## src/rtl/npu_sram_stream_reader_if.sv

```systemverilog
// Bundles the SRAM port-2 bus and the output valid/ready stream of the
// strided stream reader.
//   master: reader side (drives SRAM address/controls and the stream)
//   slave : environment side (SRAM read data and stream ready)
interface npu_sram_stream_reader_if #(
    parameter int unsigned ADDR_W = 12,
    parameter int unsigned DATA_W = 16
);
    logic [ADDR_W-1:0] sram_address;
    logic              sram_chipselect;
    logic              sram_write;
    logic [1:0]        sram_byteenable;
    logic              sram_clken;
    logic [DATA_W-1:0] sram_readdata;
    logic [DATA_W-1:0] out_data;
    logic              out_valid;
    logic              out_ready;
    logic              out_last;

    modport master (
        output sram_address, sram_chipselect, sram_write, sram_byteenable, sram_clken,
        input  sram_readdata,
        output out_data, out_valid, out_last,
        input  out_ready
    );

    modport slave (
        input  sram_address, sram_chipselect, sram_write, sram_byteenable, sram_clken,
        output sram_readdata,
        input  out_data, out_valid, out_last,
        output out_ready
    );
endinterface

```

## src/rtl/npu_sram_stream_reader.sv

```systemverilog
// Strided SRAM read engine: fetches `length` words starting at `base_addr`
// with address step `stride` (mod 2^ADDR_W) and streams them out through a
// 2-entry buffer. Issue is credit-gated so the 1-cycle SRAM latency never
// overflows the buffer and full throughput holds under backpressure.
// Ports:
//   clk, reset_n                 clock, async active-low reset
//   start/base_addr/length/stride command, sampled only when idle
//   busy, done                   command status
//   bus (master)                 SRAM port-2 bus and output stream
module npu_sram_stream_reader #(
    parameter int unsigned ADDR_W = 12,
    parameter int unsigned DATA_W = 16
) (
    input  logic                clk,
    input  logic                reset_n,
    input  logic                start,
    input  logic [ADDR_W-1:0]   base_addr,
    input  logic [ADDR_W:0]     length,
    input  logic [ADDR_W-1:0]   stride,
    output logic                busy,
    output logic                done,
    npu_sram_stream_reader_if.master bus
);
    localparam int unsigned LEN_W = ADDR_W + 1;

    typedef enum logic [1:0] {
        ST_IDLE  = 2'd0,
        ST_RUN   = 2'd1,
        ST_DRAIN = 2'd2
    } state_e;

    state_e                    state_q, state_d;
    logic [ADDR_W-1:0]         cur_addr_q, cur_addr_d;
    logic [LEN_W-1:0]          remaining_q, remaining_d;
    logic [ADDR_W-1:0]         stride_q, stride_d;
    logic                      busy_q, busy_d;
    logic                      done_q, done_d;
    logic                      inflight_q, inflight_d;
    logic                      inflight_last_q, inflight_last_d;
    logic [1:0][DATA_W-1:0]    mem_q, mem_d;
    logic [1:0]                last_q, last_d;
    logic                      wr_ptr_q, wr_ptr_d;
    logic                      rd_ptr_q, rd_ptr_d;
    logic [1:0]                count_q, count_d;

    logic                      pop_c;
    logic                      credit_ok_c;
    logic                      issue_c;
    logic                      issue_last_c;

    // A slot is free next cycle if buffered + in-flight words, minus this
    // cycle's pop, leave room; using the pop keeps 1 word/cycle sustained.
    assign pop_c       = (count_q != 2'd0) && bus.out_ready;
    assign credit_ok_c = (3'(count_q) + 3'(inflight_q)) < (3'd2 + 3'(pop_c));

    // Next-state, issue and buffer update.
    always_comb begin
        state_d         = state_q;
        cur_addr_d      = cur_addr_q;
        remaining_d     = remaining_q;
        stride_d        = stride_q;
        done_d          = 1'b0;
        issue_c         = 1'b0;
        issue_last_c    = 1'b0;
        mem_d           = mem_q;
        last_d          = last_q;
        wr_ptr_d        = wr_ptr_q;
        rd_ptr_d        = rd_ptr_q;
        count_d         = count_q;

        unique case (state_q)
            ST_IDLE: begin
                if (start) begin
                    if (length != LEN_W'(0)) begin
                        cur_addr_d  = base_addr;
                        remaining_d = length;
                        stride_d    = stride;
                        state_d     = ST_RUN;
                    end else begin
                        done_d = 1'b1;
                    end
                end
            end
            ST_RUN: begin
                if (credit_ok_c) begin
                    issue_c     = 1'b1;
                    cur_addr_d  = cur_addr_q + stride_q;
                    remaining_d = remaining_q - LEN_W'(1);
                    if (remaining_q == LEN_W'(1)) begin
                        issue_last_c = 1'b1;
                        state_d      = ST_DRAIN;
                    end
                end
            end
            ST_DRAIN: begin
                if (pop_c && last_q[rd_ptr_q]) begin
                    done_d  = 1'b1;
                    state_d = ST_IDLE;
                end
            end
            default: state_d = ST_IDLE;
        endcase

        // Read data returning from last cycle's issue lands in the buffer.
        if (inflight_q) begin
            mem_d[wr_ptr_q]  = bus.sram_readdata;
            last_d[wr_ptr_q] = inflight_last_q;
            wr_ptr_d         = ~wr_ptr_q;
        end
        if (pop_c) begin
            rd_ptr_d = ~rd_ptr_q;
        end
        count_d = count_q + 2'(inflight_q) - 2'(pop_c);

        inflight_d      = issue_c;
        inflight_last_d = issue_last_c;
        busy_d          = (state_d != ST_IDLE);
    end

    // State and datapath registers.
    always_ff @(posedge clk or negedge reset_n) begin
        if (!reset_n) begin
            state_q         <= ST_IDLE;
            cur_addr_q      <= '0;
            remaining_q     <= '0;
            stride_q        <= '0;
            busy_q          <= 1'b0;
            done_q          <= 1'b0;
            inflight_q      <= 1'b0;
            inflight_last_q <= 1'b0;
            mem_q           <= '0;
            last_q          <= '0;
            wr_ptr_q        <= 1'b0;
            rd_ptr_q        <= 1'b0;
            count_q         <= '0;
        end else begin
            state_q         <= state_d;
            cur_addr_q      <= cur_addr_d;
            remaining_q     <= remaining_d;
            stride_q        <= stride_d;
            busy_q          <= busy_d;
            done_q          <= done_d;
            inflight_q      <= inflight_d;
            inflight_last_q <= inflight_last_d;
            mem_q           <= mem_d;
            last_q          <= last_d;
            wr_ptr_q        <= wr_ptr_d;
            rd_ptr_q        <= rd_ptr_d;
            count_q         <= count_d;
        end
    end

    assign busy                 = busy_q;
    assign done                 = done_q;
    // Chip-select depends on this cycle's pop, so it is combinational.
    assign bus.sram_chipselect  = issue_c;
    assign bus.sram_address     = cur_addr_q;
    assign bus.sram_write       = 1'b0;
    assign bus.sram_byteenable  = 2'b11;
    assign bus.sram_clken       = 1'b1;
    assign bus.out_data         = mem_q[rd_ptr_q];
    assign bus.out_last         = last_q[rd_ptr_q];
    assign bus.out_valid        = (count_q != 2'd0);
endmodule

```

## src/flat_wrapper.sv

```systemverilog
// flat-port wrapper written by rule: the top's interface ports become plain ports
module npu_sram_stream_reader_flat 
#(
    parameter int unsigned ADDR_W = 12,
    parameter int unsigned DATA_W = 16
)
  (clk, reset_n, start, base_addr, length, stride, busy, done, bus_sram_address, bus_sram_chipselect, bus_sram_write, bus_sram_byteenable, bus_sram_clken, bus_sram_readdata, bus_out_data, bus_out_valid, bus_out_last, bus_out_ready);
  npu_sram_stream_reader_if #(.ADDR_W(ADDR_W), .DATA_W(DATA_W)) bus_i ();
  input  logic clk;
  input  logic reset_n;
  input  logic start;
  input  logic [ADDR_W-1:0] base_addr;
  input  logic [ADDR_W:0] length;
  input  logic [ADDR_W-1:0] stride;
  output logic busy;
  output logic done;
  output wire logic [$bits(bus_i.sram_address)-1:0] bus_sram_address;
  output wire logic [$bits(bus_i.sram_chipselect)-1:0] bus_sram_chipselect;
  output wire logic [$bits(bus_i.sram_write)-1:0] bus_sram_write;
  output wire logic [$bits(bus_i.sram_byteenable)-1:0] bus_sram_byteenable;
  output wire logic [$bits(bus_i.sram_clken)-1:0] bus_sram_clken;
  input wire logic [$bits(bus_i.sram_readdata)-1:0] bus_sram_readdata;
  output wire logic [$bits(bus_i.out_data)-1:0] bus_out_data;
  output wire logic [$bits(bus_i.out_valid)-1:0] bus_out_valid;
  output wire logic [$bits(bus_i.out_last)-1:0] bus_out_last;
  input wire logic [$bits(bus_i.out_ready)-1:0] bus_out_ready;
  assign bus_sram_address = bus_i.sram_address;
  assign bus_sram_chipselect = bus_i.sram_chipselect;
  assign bus_sram_write = bus_i.sram_write;
  assign bus_sram_byteenable = bus_i.sram_byteenable;
  assign bus_sram_clken = bus_i.sram_clken;
  assign bus_i.sram_readdata = bus_sram_readdata;
  assign bus_out_data = bus_i.out_data;
  assign bus_out_valid = bus_i.out_valid;
  assign bus_out_last = bus_i.out_last;
  assign bus_i.out_ready = bus_out_ready;
  npu_sram_stream_reader #(.ADDR_W(ADDR_W), .DATA_W(DATA_W)) u_core (.clk(clk), .reset_n(reset_n), .start(start), .base_addr(base_addr), .length(length), .stride(stride), .busy(busy), .done(done), .bus(bus_i));
endmodule
```

## config.mk

```make
export PLATFORM = sky130hd
export DESIGN_NAME = npu_sram_stream_reader_flat
export DESIGN_NICKNAME = d
export VERILOG_FILES = /design/src/rtl/npu_sram_stream_reader_if.sv /design/src/rtl/npu_sram_stream_reader.sv /design/src/flat_wrapper.sv
export SDC_FILE = /design/constraint.sdc
export NUM_CORES = 1
export LEC_CHECK = 0
export CORE_MARGIN = 1.5
export CORE_UTILIZATION = 45
export DETAILED_ROUTE_END_ITERATION = 7
export PLACE_DENSITY_LB_ADDON = 0.2
export SYNTH_ARGS = -nofsm -noshare
export SYNTH_HDL_FRONTEND = slang
export SYNTH_SLANG_ARGS = --single-unit
```

## constraint.sdc

```tcl
create_clock -name clk -period 2.25 [get_ports clk]
set_clock_uncertainty 0.2 [all_clocks]
set_input_delay 0.5625 -clock clk [delete_from_list [all_inputs] [get_ports clk]]
set_output_delay 0.5625 -clock clk [all_outputs]
set_load 0.02 [all_outputs]
```

==> summary.md <==
| Metric | Value |
|---|---|
| Crit start category | flop |
| Initial Utilization | 46.1% |
| Core Util, Final | 65.4% |
| Multi-input gate area | 2190 um^2 |
| Synth Register Bits | 81 |
| Max_cap viols | 0 |
| Violated checks | negative setup slack |
| Maximum vdd drop | 0.742 mV |
| Worst EP required | 2.27 ns |
| Crit Path Max Fanout | 3 |
| Ys async rst share | 100% |
| CP cell instances | ha_4 > a21o_1 > a221oi_4 > nand3_2 > a211o_1 > a41o_1 > a221o_1 |
| Worst-path clk slew | 0.09 ns |
| Fin crit share | 106% |
| EDFF count, synth | 0 |
| WL/cell | 15.6 um |
| Synth area leader | dfrtp_1 |
| Setup violators final | 2 |
| Cell family with the largest share of critical-path delay | compound AO/OA/AOI/OAI gates |
| Final Hold Fails | 0 |
| PortBufs | 89 |
| Yosys warns | 0 |
| Number of global-route vias before repair | 3660 |
| Worst-skew pair later-pin latency | 0.34 ns |
| Mapped Area | 4220 um^2 |
| Post-synthesis sequential area ratio | 48.1% |
| Ant diodes | 0 |
| F_max | 0.420 GHz |
| Total power per unit cell area | 1700 nW/um^2 |
| Initial antenna violation count | 0 |
| Slew Viols, Final | 0 |
| Routed WL | 10400 um |
| Post-route ant nets | 0 |
| Synth unique cells | 51 |
| Area grow syn2layout | 41.9% |
| Chip Width | 99.8 um |
| Max-slew headroom | 66.9% |
| Setup ws final | -0.132 ns |
| Drt first-iter violations | 139 |
| Final hold slack | 0.294 ns |
| Inserted Clock Buffers | 9 |
| CP peak stage delay | 0.42 ns |
| Global route overflow | 0 |
| Largest net degree at the start of global routing | 30 |
| Top cells by count, synth | 81 x dfrtp_1, 57 x nand2_1, 51 x mux2_2, 26 x o21ai_0, 22 x nor2_1 |
| Worst hold path class | reg2reg |
| Global-route wire length before repair | 17000 um |
| Synth top area share | 48.1% |
| Actual slew at the worst max-slew pin | 0.492 ns |
| CTS tree | built |
| Mean Syn Cell Area | 10.4 um^2 |
| Gate count after technology mapping | 406 |
| Sequential Area | 2030 um^2 |
| Vias | 3546 |
| Clock sinks | 81 |
| Reg2Reg Setup Slack | -0.13 ns |
| I/O pins | 94 |
| Core region area | 9150 um^2 |
| Status | finished with violations |
| Most frequent cell after synthesis | dfrtp_1 |
| Num rows | 35 |
| Maximum clock insertion buffer count | 2 |
| Root buf cell | clkbuf_8 |
| Share of cells above drive strength 1 | 32.9% |
| Fin nets | 628 |
| DIE AREA | 9960 um^2 |
| Fillers | 734 |
| H-tree Lvls | 3 |
| GPL Wtd Cong | 0.917 |
| CP Buf/Inv Count | 0 |
| Die height | 99.8 um |
| Arrival @ worst endpoint | 2.40 ns |
| Worst setup EP type | flop |
| Slowest cell on crit path | dfrtp_1 |
| Drt first pass iters | 4 |
| Leakage | 2.74 nW |
| Crit Path Class | reg2reg |
| Unrepaired setup endpoints after global routing | yes |
| DRC viols | 0 |
| Dpl hpwl | 7510 um |
| GRT Overall Usage | 21.6% |
| Vias per Instance | 5.31 |
| Main synth FF type | dfrtp_1 |
| Top post-synthesis cells by area | dfrtp_1 48%, mux2_2 14%, nand2_1 5.1% |
| Tmin final | 2.38 ns |
## repair_timing
action	4_1_cts	5_1_grt
hold endpoints to repair	17	0
resized for setup	104	37
endpoints found under the setup margin	56	36
gates cloned	1	0
setup buffers	8	3
pin swaps	7	5
hold buffers	1	0
## kinds of logic (layout without fill, tap and decap cells)
group / count (synthesis) / in the layout / share of synthesized area, %
flops: 81 / 81 / 48.1
other cells: 2 / 4 / 0.178
xor+xnor: 10 / 10 / 2.08
mux: 52 / 52 / 13.9
buf+inv: 34 / 183 / 3.50
fa+ha+maj: 18 / 18 / 5.52
compound gates: 85 / 85 / 13.0
simple gates: 124 / 124 / 13.8
## cell usage in the layout, fill, tap and decap left out, drive strengths merged, types with 5 or more instances in the layout
cell            n
clkdlybuf4s50  51
nor2           22
inv            14
buf            84
a21o            5
nor4            5
a21oi          20
a22oi           5
dlygate4sd2    13
dfrtp          81
o21ai          26
dlymetal6s2s    5
nand2          57
xor2            7
nand3          10
a31oi           7
mux2           51
clkbuf         10
ha             17
nor3            8
## routing by layer
metal / part of all wire, % / track usage (%)
met1: 46 / 28.2
met2: 48 / 36.1
met3: 4.6 / 3.20
met4: 1.6 / 8.78
met5: 0 / 0
## sequential cells by signal, indices dropped and copies added, names as in the netlist, 2 cells and up
name	cells
u_core.stride_q	12
u_core.bus.sram_address	12
u_core.last_q	2
u_core.state_q	2
u_core.mem_q	32
u_core.count_q	2
u_core.remaining_q	13
## through the flow
stage	instance area [um^2]	worst slack, ns	TNS (ns)	total power [mW]	std cells
after floorplan	4280	-0.172	-0.172	6.34	408
after global placement	5640	-0.612	-18.94	8.53	642
after detailed placement	5640	-0.686	-20.71	8.71	642
after CTS	5930	-0.162	-0.246	10.1	667
after global routing	5980	-0.248	-0.502	10.9	668
final	5980	-0.132	-0.225	10.2	668
## final timing paths
path | startpoint | end | cells past startpoint
max in group asynchronous | reset_n | u_core.mem_q[27] | 3
max | u_core.stride_q[3] | u_core.bus.sram_address[11] | 7
min | u_core.stride_q[5] | u_core.stride_q[5] | 2
min reg2reg | u_core.stride_q[5] | u_core.stride_q[5] | 2
max reg2reg | u_core.stride_q[3] | u_core.bus.sram_address[11] | 7
min in group asynchronous | reset_n | u_core.mem_q[4] | 2
## tightest hold or removal path, cell delays in order (launching register included)
cell and delay (ns):
dfrtp_1 0.36, nand2_1 0.05, nand2_1 0.06
## power breakdown
group	internal, mW	switching, mW	total, mW
clock	0.625	0.547	1.17
combinational	3.25	3.08	6.33
sequential	2.18	0.481	2.66
## area by class of cell
type                    instances  share of cell area [%]
clock buffers                   9                    2.07
multi-input cells             293                    36.6
well taps                     111                    2.32
inverters                      13                   0.816
flip-flops and latches         81                    34.0
repair buffers                155                    22.6
clock inverters                 6                    1.55
Power figures use the tool's default switching activity.
